[config.mk]
export PLATFORM = sky130hd
export DESIGN_NAME = config_field_controller
export DESIGN_NICKNAME = d
export VERILOG_FILES = /design/src/rtl/config_field_controller.sv
export SDC_FILE = /design/constraint.sdc
export NUM_CORES = 1
export LEC_CHECK = 0
export ABC_CLOCK_PERIOD_IN_PS = 2870
export BUFFER_PORTS_ARGS = -buffer_cell sky130_fd_sc_hd__buf_2
export CAP_MARGIN = 15
export CORE_MARGIN = 1
export CORE_UTILIZATION = 50
export CTS_BUF_LIST = sky130_fd_sc_hd__clkbuf_8
export DETAILED_ROUTE_END_ITERATION = 6
export PLACE_DENSITY_LB_ADDON = 0.12
export REMOVE_ABC_BUFFERS = 1
export SYNTH_ARGS = -nofsm -noshare
export SYNTH_HDL_FRONTEND = slang
export SYNTH_SLANG_ARGS = --single-unit
export TNS_END_PERCENT = 1
[constraint.sdc]
create_clock -name clk -period 2.87 [get_ports clk]
set_input_delay 0.287 -clock clk [delete_from_list [all_inputs] [get_ports clk]]
set_output_delay 0.287 -clock clk [all_outputs]
set_load 0.02 [all_outputs]
[src/rtl/config_field_controller.sv]
// -----------------------------------------------------------------------------
// config_field_controller
//
// Sequencer for the time-setting path of the clock/date/timer design. While
// configuration mode is active it selects which BCD field counter may count,
// issues single-cycle up/down count strobes with press-and-hold auto-repeat,
// and produces a blink phase for the display of the selected field.
//
// Ports:
//   clk          in   system clock (100 MHz)
//   reset        in   asynchronous, active-low reset
//   config_mode  in   level, high while the user edits time/date/timer
//   btn_left     in   debounced level, select previous field
//   btn_right    in   debounced level, select next field
//   btn_up       in   debounced level, increment selected field
//   btn_down     in   debounced level, decrement selected field
//   en_count     out  selected field code 1..NUM_FIELDS, 0 = none
//   enUP         out  single-cycle increment strobe
//   enDOWN       out  single-cycle decrement strobe
//   blink        out  blink phase for the selected field display
// -----------------------------------------------------------------------------
module config_field_controller #(
    parameter int NUM_FIELDS    = 9,
    parameter int REPEAT_DELAY  = 50_000_000,
    parameter int REPEAT_PERIOD = 25_000_000,
    parameter int BLINK_HALF    = 25_000_000
) (
    input  logic       clk,
    input  logic       reset,
    input  logic       config_mode,
    input  logic       btn_left,
    input  logic       btn_right,
    input  logic       btn_up,
    input  logic       btn_down,
    output logic [3:0] en_count,
    output logic       enUP,
    output logic       enDOWN,
    output logic       blink
);

    localparam int RPT_MAX = (REPEAT_DELAY > REPEAT_PERIOD) ? REPEAT_DELAY : REPEAT_PERIOD;
    localparam int RPT_W   = $clog2(RPT_MAX + 1);
    localparam int BLK_W   = $clog2(BLINK_HALF + 1);

    localparam logic [RPT_W-1:0] RPT_DELAY_LAST  = RPT_W'(REPEAT_DELAY - 1);
    localparam logic [RPT_W-1:0] RPT_PERIOD_LAST = RPT_W'(REPEAT_PERIOD - 1);
    localparam logic [BLK_W-1:0] BLK_LAST        = BLK_W'(BLINK_HALF - 1);
    localparam logic [3:0]       FIELD_LAST      = 4'(NUM_FIELDS);

    typedef enum logic [1:0] {
        ST_IDLE       = 2'd0,
        ST_SELECT     = 2'd1,
        ST_HOLD_DELAY = 2'd2,
        ST_REPEAT     = 2'd3
    } state_t;

    state_t             r_state;
    logic [3:0]         r_en_count;
    logic               r_en_up;
    logic               r_en_down;
    logic               r_blink;
    logic [BLK_W-1:0]   r_blink_cnt;
    logic [RPT_W-1:0]   r_rpt_cnt;
    logic               r_dir_up;
    logic               r_left_d;
    logic               r_right_d;
    logic               r_up_d;
    logic               r_down_d;

    state_t             w_state_nxt;
    logic [3:0]         w_en_count_nxt;
    logic               w_en_up_nxt;
    logic               w_en_down_nxt;
    logic               w_blink_nxt;
    logic [BLK_W-1:0]   w_blink_cnt_nxt;
    logic [RPT_W-1:0]   w_rpt_cnt_nxt;
    logic               w_dir_up_nxt;
    logic               w_field_change;

    logic               w_left_edge;
    logic               w_right_edge;
    logic               w_up_edge;
    logic               w_down_edge;
    logic               w_held;

    assign w_left_edge  = btn_left  & ~r_left_d;
    assign w_right_edge = btn_right & ~r_right_d;
    assign w_up_edge    = btn_up    & ~r_up_d;
    assign w_down_edge  = btn_down  & ~r_down_d;
    // Only the button that started the hold keeps the repeat alive.
    assign w_held       = r_dir_up ? btn_up : btn_down;

    // Previous-cycle button levels; reset high so a button held through reset gives no edge.
    always_ff @(posedge clk or negedge reset) begin
        if (!reset) begin
            r_left_d  <= 1'b1;
            r_right_d <= 1'b1;
            r_up_d    <= 1'b1;
            r_down_d  <= 1'b1;
        end else begin
            r_left_d  <= btn_left;
            r_right_d <= btn_right;
            r_up_d    <= btn_up;
            r_down_d  <= btn_down;
        end
    end

    // Next-state, field selection, strobe, repeat and blink logic.
    always_comb begin
        w_state_nxt     = r_state;
        w_en_count_nxt  = r_en_count;
        w_en_up_nxt     = 1'b0;
        w_en_down_nxt   = 1'b0;
        w_dir_up_nxt    = r_dir_up;
        w_rpt_cnt_nxt   = r_rpt_cnt;
        w_blink_nxt     = r_blink;
        w_blink_cnt_nxt = r_blink_cnt;
        w_field_change  = 1'b0;

        if (!config_mode) begin
            // Leaving config mode overrides every other event.
            w_state_nxt     = ST_IDLE;
            w_en_count_nxt  = 4'd0;
            w_dir_up_nxt    = 1'b0;
            w_rpt_cnt_nxt   = '0;
            w_blink_nxt     = 1'b0;
            w_blink_cnt_nxt = '0;
        end else begin
            case (r_state)
                ST_IDLE: begin
                    w_state_nxt    = ST_SELECT;
                    w_en_count_nxt = 4'd1;
                    w_field_change = 1'b1;
                end
                ST_SELECT: begin
                    if (w_up_edge && !w_down_edge) begin
                        w_en_up_nxt   = 1'b1;
                        w_dir_up_nxt  = 1'b1;
                        w_rpt_cnt_nxt = '0;
                        w_state_nxt   = ST_HOLD_DELAY;
                    end else if (w_down_edge && !w_up_edge) begin
                        w_en_down_nxt = 1'b1;
                        w_dir_up_nxt  = 1'b0;
                        w_rpt_cnt_nxt = '0;
                        w_state_nxt   = ST_HOLD_DELAY;
                    end else if (w_up_edge || w_down_edge) begin
                        // Both count edges at once: ignored, and any
                        // left/right edge in this cycle is dropped too.
                        w_state_nxt = ST_SELECT;
                    end else if (w_right_edge && !w_left_edge) begin
                        w_en_count_nxt = (r_en_count >= FIELD_LAST) ? 4'd1 : (r_en_count + 4'd1);
                        w_field_change = 1'b1;
                    end else if (w_left_edge && !w_right_edge) begin
                        w_en_count_nxt = (r_en_count <= 4'd1) ? FIELD_LAST : (r_en_count - 4'd1);
                        w_field_change = 1'b1;
                    end else begin
                        w_state_nxt = ST_SELECT;
                    end
                end
                ST_HOLD_DELAY: begin
                    if (!w_held) begin
                        w_state_nxt   = ST_SELECT;
                        w_rpt_cnt_nxt = '0;
                    end else if (r_rpt_cnt == RPT_DELAY_LAST) begin
                        w_en_up_nxt   = r_dir_up;
                        w_en_down_nxt = ~r_dir_up;
                        w_rpt_cnt_nxt = '0;
                        w_state_nxt   = ST_REPEAT;
                    end else begin
                        w_rpt_cnt_nxt = r_rpt_cnt + RPT_W'(1);
                    end
                end
                ST_REPEAT: begin
                    if (!w_held) begin
                        w_state_nxt   = ST_SELECT;
                        w_rpt_cnt_nxt = '0;
                    end else if (r_rpt_cnt == RPT_PERIOD_LAST) begin
                        w_en_up_nxt   = r_dir_up;
                        w_en_down_nxt = ~r_dir_up;
                        w_rpt_cnt_nxt = '0;
                    end else begin
                        w_rpt_cnt_nxt = r_rpt_cnt + RPT_W'(1);
                    end
                end
                default: begin
                    w_state_nxt    = ST_IDLE;
                    w_en_count_nxt = 4'd0;
                    w_rpt_cnt_nxt  = '0;
                end
            endcase

            // A newly selected field always starts visible with a fresh half-period.
            if (w_field_change) begin
                w_blink_nxt     = 1'b1;
                w_blink_cnt_nxt = '0;
            end else if (r_blink_cnt == BLK_LAST) begin
                w_blink_nxt     = ~r_blink;
                w_blink_cnt_nxt = '0;
            end else begin
                w_blink_cnt_nxt = r_blink_cnt + BLK_W'(1);
            end
        end
    end

    // State and registered outputs.
    always_ff @(posedge clk or negedge reset) begin
        if (!reset) begin
            r_state     <= ST_IDLE;
            r_en_count  <= 4'd0;
            r_en_up     <= 1'b0;
            r_en_down   <= 1'b0;
            r_dir_up    <= 1'b0;
            r_rpt_cnt   <= '0;
            r_blink     <= 1'b0;
            r_blink_cnt <= '0;
        end else begin
            r_state     <= w_state_nxt;
            r_en_count  <= w_en_count_nxt;
            r_en_up     <= w_en_up_nxt;
            r_en_down   <= w_en_down_nxt;
            r_dir_up    <= w_dir_up_nxt;
            r_rpt_cnt   <= w_rpt_cnt_nxt;
            r_blink     <= w_blink_nxt;
            r_blink_cnt <= w_blink_cnt_nxt;
        end
    end

    assign en_count = r_en_count;
    assign enUP     = r_en_up;
    assign enDOWN   = r_en_down;
    assign blink    = r_blink;

endmodule

---- Word-level counts from Yosys, hierarchy flattened ----
Cells that the tools add are included.
word-level totals
  bits in latches ......................... 0
  input bits .............................. 7
  bits in writable memories ............... 0
  memory bits (read-only) ................. 0
  register bits after elaboration ......... 65
  memories kept ........................... 0
  logic and storage cells ................. 122
cells by class
  $add $sub $neg .......................... 4
  bitwise gates (word level) .............. 10
  magnitude comparators ................... 2
  multiply operators ...................... 0
  muxes and demuxes ....................... 60
  reductions and logical operators ........ 14
  shift-type cells ........................ 0
  divide/modulo/power cells ............... 0
  equal/unequal tests ..................... 20
operator list
  kind                                                      number
  two-way mux 26 bit                                        7
  one-hot mux 26 bit (3 select lines)                       1
  two-way mux 25 bit                                        3
  two-way mux 4 bit                                         8
  two-way mux 1 bit                                         27
  adder 26 x 1 -> 26 bit, second input constant             1
  equality test 26 x 25 -> 1 bit, second input constant     1
  equality test 26 bit, second input constant               1
  adder 25 x 1 -> 25 bit, second input constant             1
  equality test 25 bit, second input constant               1
  two-way mux 2 bit                                         9
  inequality test 3 bit, second input constant              4
  inequality test 4 bit, second input constant              3
  inequality test 6 bit, second input constant              2
  inequality test 3 x 1 -> 1 bit, second input constant     3
  one-hot mux 2 bit (4 select lines)                        1
  one-hot mux 4 bit (2 select lines)                        1
  NOT 1 bit                                                 6
  one-hot mux 1 bit (3 select lines)                        2
  AND reduction 5 bit                                       1
  adder 4 x 1 -> 4 bit, second input constant               1
  AND 1 bit                                                 4
  equality test 2 bit, second input constant                2
  greater-or-equal comparator 4 bit, second input constant  1
  12 further kinds                                          19

---- Longest topological paths before layout ----
  depth in word-level cells ............... 13
  gate-level depth with buffers ........... 11

---- Worst setup path before layout ----
OpenSTA, ideal clock, no wires.
  path type ............................... register to register
  start ................................... register r_down_d
  end ..................................... register r_rpt_cnt[25]
  library setup time ...................... 140 ps
  setup slack ............................. 817 ps
  buffers on the path ..................... 3
  cell stages (with the launch flop) ...... 12
  required time ........................... 2730 ps
  arrival time ............................ 1913 ps
  period minus slack after synthesis ...... 2053 ps
  path through ............................ dfstp_2 > nand2b_1 > inv_1 > ha_1 > nor3b_1 > o21a_1 > buf_2 > nor2_1 > buf_2 > buf_2 > o211ai_1 > o211ai_1
on the way
  word-level cells in the longest chain between the ends .. 7
  elaborated cells between the ends (all ways) .. 10
  those cells by class .................... eq/ne: 1; mux: 3; bitwise: 2; reduce/logical: 4
ends and longest elaborated chain
  item                                 RTL line  RTL
  from (decl)                          68        logic r_down_d;
  from (signal assigned)               104       r_down_d <= btn_down;
  NOT 1 bit (*)                        89        assign w_down_edge = btn_down & ~r_down_d;
  AND 1 bit (*)                        89
  zero test 1 bit                      136       if (w_up_edge && !w_down_edge) begin
  logical AND 1 bit                    136
  two-way mux 26 bit                   136
  one-hot mux 26 bit (3 select lines)  129       case (r_state)
  two-way mux 26 bit                   120       if (!config_mode) begin
  to (signal assigned)                 222       r_rpt_cnt <= w_rpt_cnt_nxt;
  to (decl)                            63        logic [RPT_W-1:0] r_rpt_cnt;
Mark *: on every way between the ends. The rest lies on a longest branch, timed or not.
A chain may end at the register's enable or synchronous reset.

---- Worst setup path after layout ----
  start ................................... register r_blink_cnt[12]
  end ..................................... register r_blink_cnt[4]
on the way
  word-level cells in the longest chain between the ends .. 4
ends and longest elaborated chain
  item                          RTL line  RTL
  from (decl)                   62        logic [BLK_W-1:0] r_blink_cnt;
  from (signal assigned)        224       r_blink_cnt <= w_blink_cnt_nxt;
  equality test 25 bit          196       end else if (r_blink_cnt == BLK_LAST) begin
  two-way mux 25 bit            196
  two-way mux 25 bit            193       if (w_field_change) begin
  two-way mux 25 bit            120
  named net w_blink_cnt_nxt[4]  75        logic [BLK_W-1:0] w_blink_cnt_nxt;
The timed path passes the listed nets, and every way through them passes these cells.

==> results.cfg <==
[clock_network]
clock-root-buffer = clkbuf_8
numCtsBuffers = 9
clock-sinks = 65
post_cts_buffers = 0
cts_max_level = 3
cts_max_path_buffers = 2
ctsHoldBuffers = 0
cts.repair.resized = 0
clk_latency_ps = 350
clk_pin_slew_ps = 90
cts_tree = yes

[floorplan]
dieArea_um2 = 8560
dieHeight_um = 92.5
std_cell_rows = 32
io_pins = 14
coreArea_um2 = 7810
fp.dieW_um = 92.5
initial_utilization = 0.525

[worst_setup_path]
reg2reg_slack_ps = 470
arrival_ps = 2610
path_class = register to register
required_ps = 3080
critPathLaunchType = register
cp_max_fo = 25
critPathCaptureType = register

[detailed_routing]
vias_per_cell = 5.81
drt_iter0_drc = 156
vias = 3396
wl_per_cell_um = 15.2
first_pass_iters = 4
wirelength_um = 8910
drtAntennaViolNets = 0
route.detailed.drc = 0

[global_route]
met3_usage = 0.0484
gr-total-overflow = 0
grt_pass1_vias = 3235
grt_max_degree = 33
met1_usage = 0.303
use_met2 = 0.372
antenna_found_initial = 0
grt_pass1_wl_um = 15400
busiest_layer = met2
grt_util_all_layers = 0.227

[cells_and_area]
area_delta_synth_final_pct = 8.09
drive_gt1_frac = 0.104
num-fill-cells = 695
num_antenna_cells = 0
final_common_cell = nand2_1
nets = 500
layout_common_cells = 68 x nand2_1, 61 x dfrtp_1, 46 x nor2_1

[placement]
place_congestion = 0.949
pre_cts_slack_ps = 460
io_buffers = 13
hpwl_um = 6180

[timing]
slew_headroom = 0.525
setup_ws_ps = 466
rsz0062_at_grt = no
hold_viol_final = 6
period_share = 0.838
holdWs_ps = -13.9
worstMarginPinSlew_ps = 713
slew_viol_final = 0
fmax_mhz = 416
clock_skew_ps = 17.4
post-route-min-period_ps = 2400
setup_violations = 0

[yosys]
synth.avg_cell_area_um2 = 8.70
syn_inst = 471
netlist_area_um2 = 4100
seq_area_frac_synth = 0.398
synth_edf_count = 0
ys.flop_type = dfrtp_1
synthArstFlopShare = 1.00
ys_warn_count = 0
synth.ff_latch_count = 65
synth_cell_type_count = 54

[power]
powerDensity_nw_per_um2 = 440
ir_drop_mv = 0.277
p_leak_uw = 0.00181

[worst_hold_path]
holdCritPathClass = primary input to async pin

[outcome]
status = finished with violations
violations = negative hold slack

[run]
drv_cap = 0
==> cell families after synthesis <==
kind of cell	Yosys count	synth area share
simple gates	240	0.308
compound gates	81	0.145
flops	65	0.398
buf+inv	45	0.0492
xor+xnor	24	0.0513
fa+ha+maj	15	0.0458
mux	1	0.00244
==> critical path: stages, from the launching register on <==
cell and delay (ps):
dfrtp_1 370, nand2_1 250, or4_1 550, nor4_1 450
nand3b_2 540, nor2_1 110
==> layer usage <==
metal | part of all wire | up-vias
li1 | - | 1717
met1 | 0.50 | 1621
met2 | 0.47 | 50
met3 | 0.029 | 8
met4 | 0.0093 | 0
met5 | 0 | -
==> cells in the mapped netlist (2+ instances only) <==
cell | count | area [um2]
o21ai_0 | 13 | 65.1
inv_1 | 20 | 75.1
or2_2 | 2 | 12.5
nor4_1 | 15 | 93.8
clkbuf_1 | 7 | 26.3
a21boi_0 | 6 | 45.0
or3_1 | 4 | 25.0
o2111ai_1 | 8 | 70.1
buf_4 | 3 | 22.5
o31ai_1 | 3 | 22.5
xor2_1 | 5 | 43.8
nor2_1 | 46 | 173
o21a_1 | 8 | 60.1
nor3b_1 | 3 | 22.5
dfstp_2 | 4 | 105
nor4bb_1 | 3 | 30.0
nand3_1 | 18 | 90.1
a21oi_1 | 7 | 35.0
o211ai_1 | 9 | 67.6
o221ai_1 | 17 | 149
and4_1 | 8 | 70.1
dfrtp_1 | 61 | 1530
and3_1 | 9 | 56.3
a22oi_1 | 2 | 15.0
or4_1 | 3 | 22.5
nor4b_1 | 3 | 26.3
nand2_1 | 68 | 255
ha_1 | 15 | 188
nand2b_1 | 9 | 56.3
xnor2_1 | 19 | 166
buf_2 | 10 | 50.1
and2_1 | 10 | 62.6
nor2b_1 | 3 | 18.8
nor3_1 | 15 | 75.1
buf_1 | 3 | 11.3
nand4_1 | 11 | 68.8
o31a_1 | 4 | 35.0
==> path summary, 6_finish.rpt <==
check	start	endpoint	cells after the start
worst max-delay path	r_blink_cnt[12]$_DFF_PN0_	r_blink_cnt[4]$_DFF_PN0_	5
worst min-delay path	reset	r_rpt_cnt[20]$_DFFE_PN0P_	1
worst max register to register	r_blink_cnt[12]$_DFF_PN0_	r_blink_cnt[4]$_DFF_PN0_	5
worst min register to register	r_blink_cnt[0]$_DFF_PN0_	r_blink_cnt[0]$_DFF_PN0_	1
max in group asynchronous	reset	r_up_d$_DFF_PN1_	2
min in group clk	btn_left	r_left_d$_DFF_PN1_	1
==> state kept, by name, indices dropped and copies added, names as in the netlist <==
name / flops
r_right_d: 1
r_left_d: 1
blink: 1
r_blink_cnt: 25
en_count: 4
enUP: 1
r_up_d: 1
r_state: 2
r_down_d: 1
r_rpt_cnt: 26
enDOWN: 1
r_dir_up: 1
==> cell type report <==
type | instances | area [um2] | area share
Inverter | 20 | 75.1 | 0.0170
Clock buffer | 9 | 124 | 0.0280
Sequential cell | 65 | 1630 | 0.368
Tap cell | 102 | 128 | 0.0288
Clock inverter | 7 | 77.6 | 0.0175
Multi-Input combinational cell | 361 | 2270 | 0.512
Timing Repair Buffer | 21 | 125 | 0.0283
==> power breakdown <==
part           total (uW)  switching [uW]  internal, uW
combinational         192             129          63.2
clock                 809             399           410
sequential            945            13.5           932
==> per-stage QoR <==
stage	power (uW)	TNS, ps	cell area [um2]	util	cells
2_1_floorplan	1080	-683	3970	-	446
3_3_place_gp	1150	0	4230	0.541	569
3_5_place_dp	1160	0	4230	0.541	569
4_1_cts	1970	0	4430	0.567	585
5_1_grt	2030	0	4430	0.567	585
6_report	1950	0	4430	0.567	585
No activity file was read; power rests on OpenSTA's default activity.
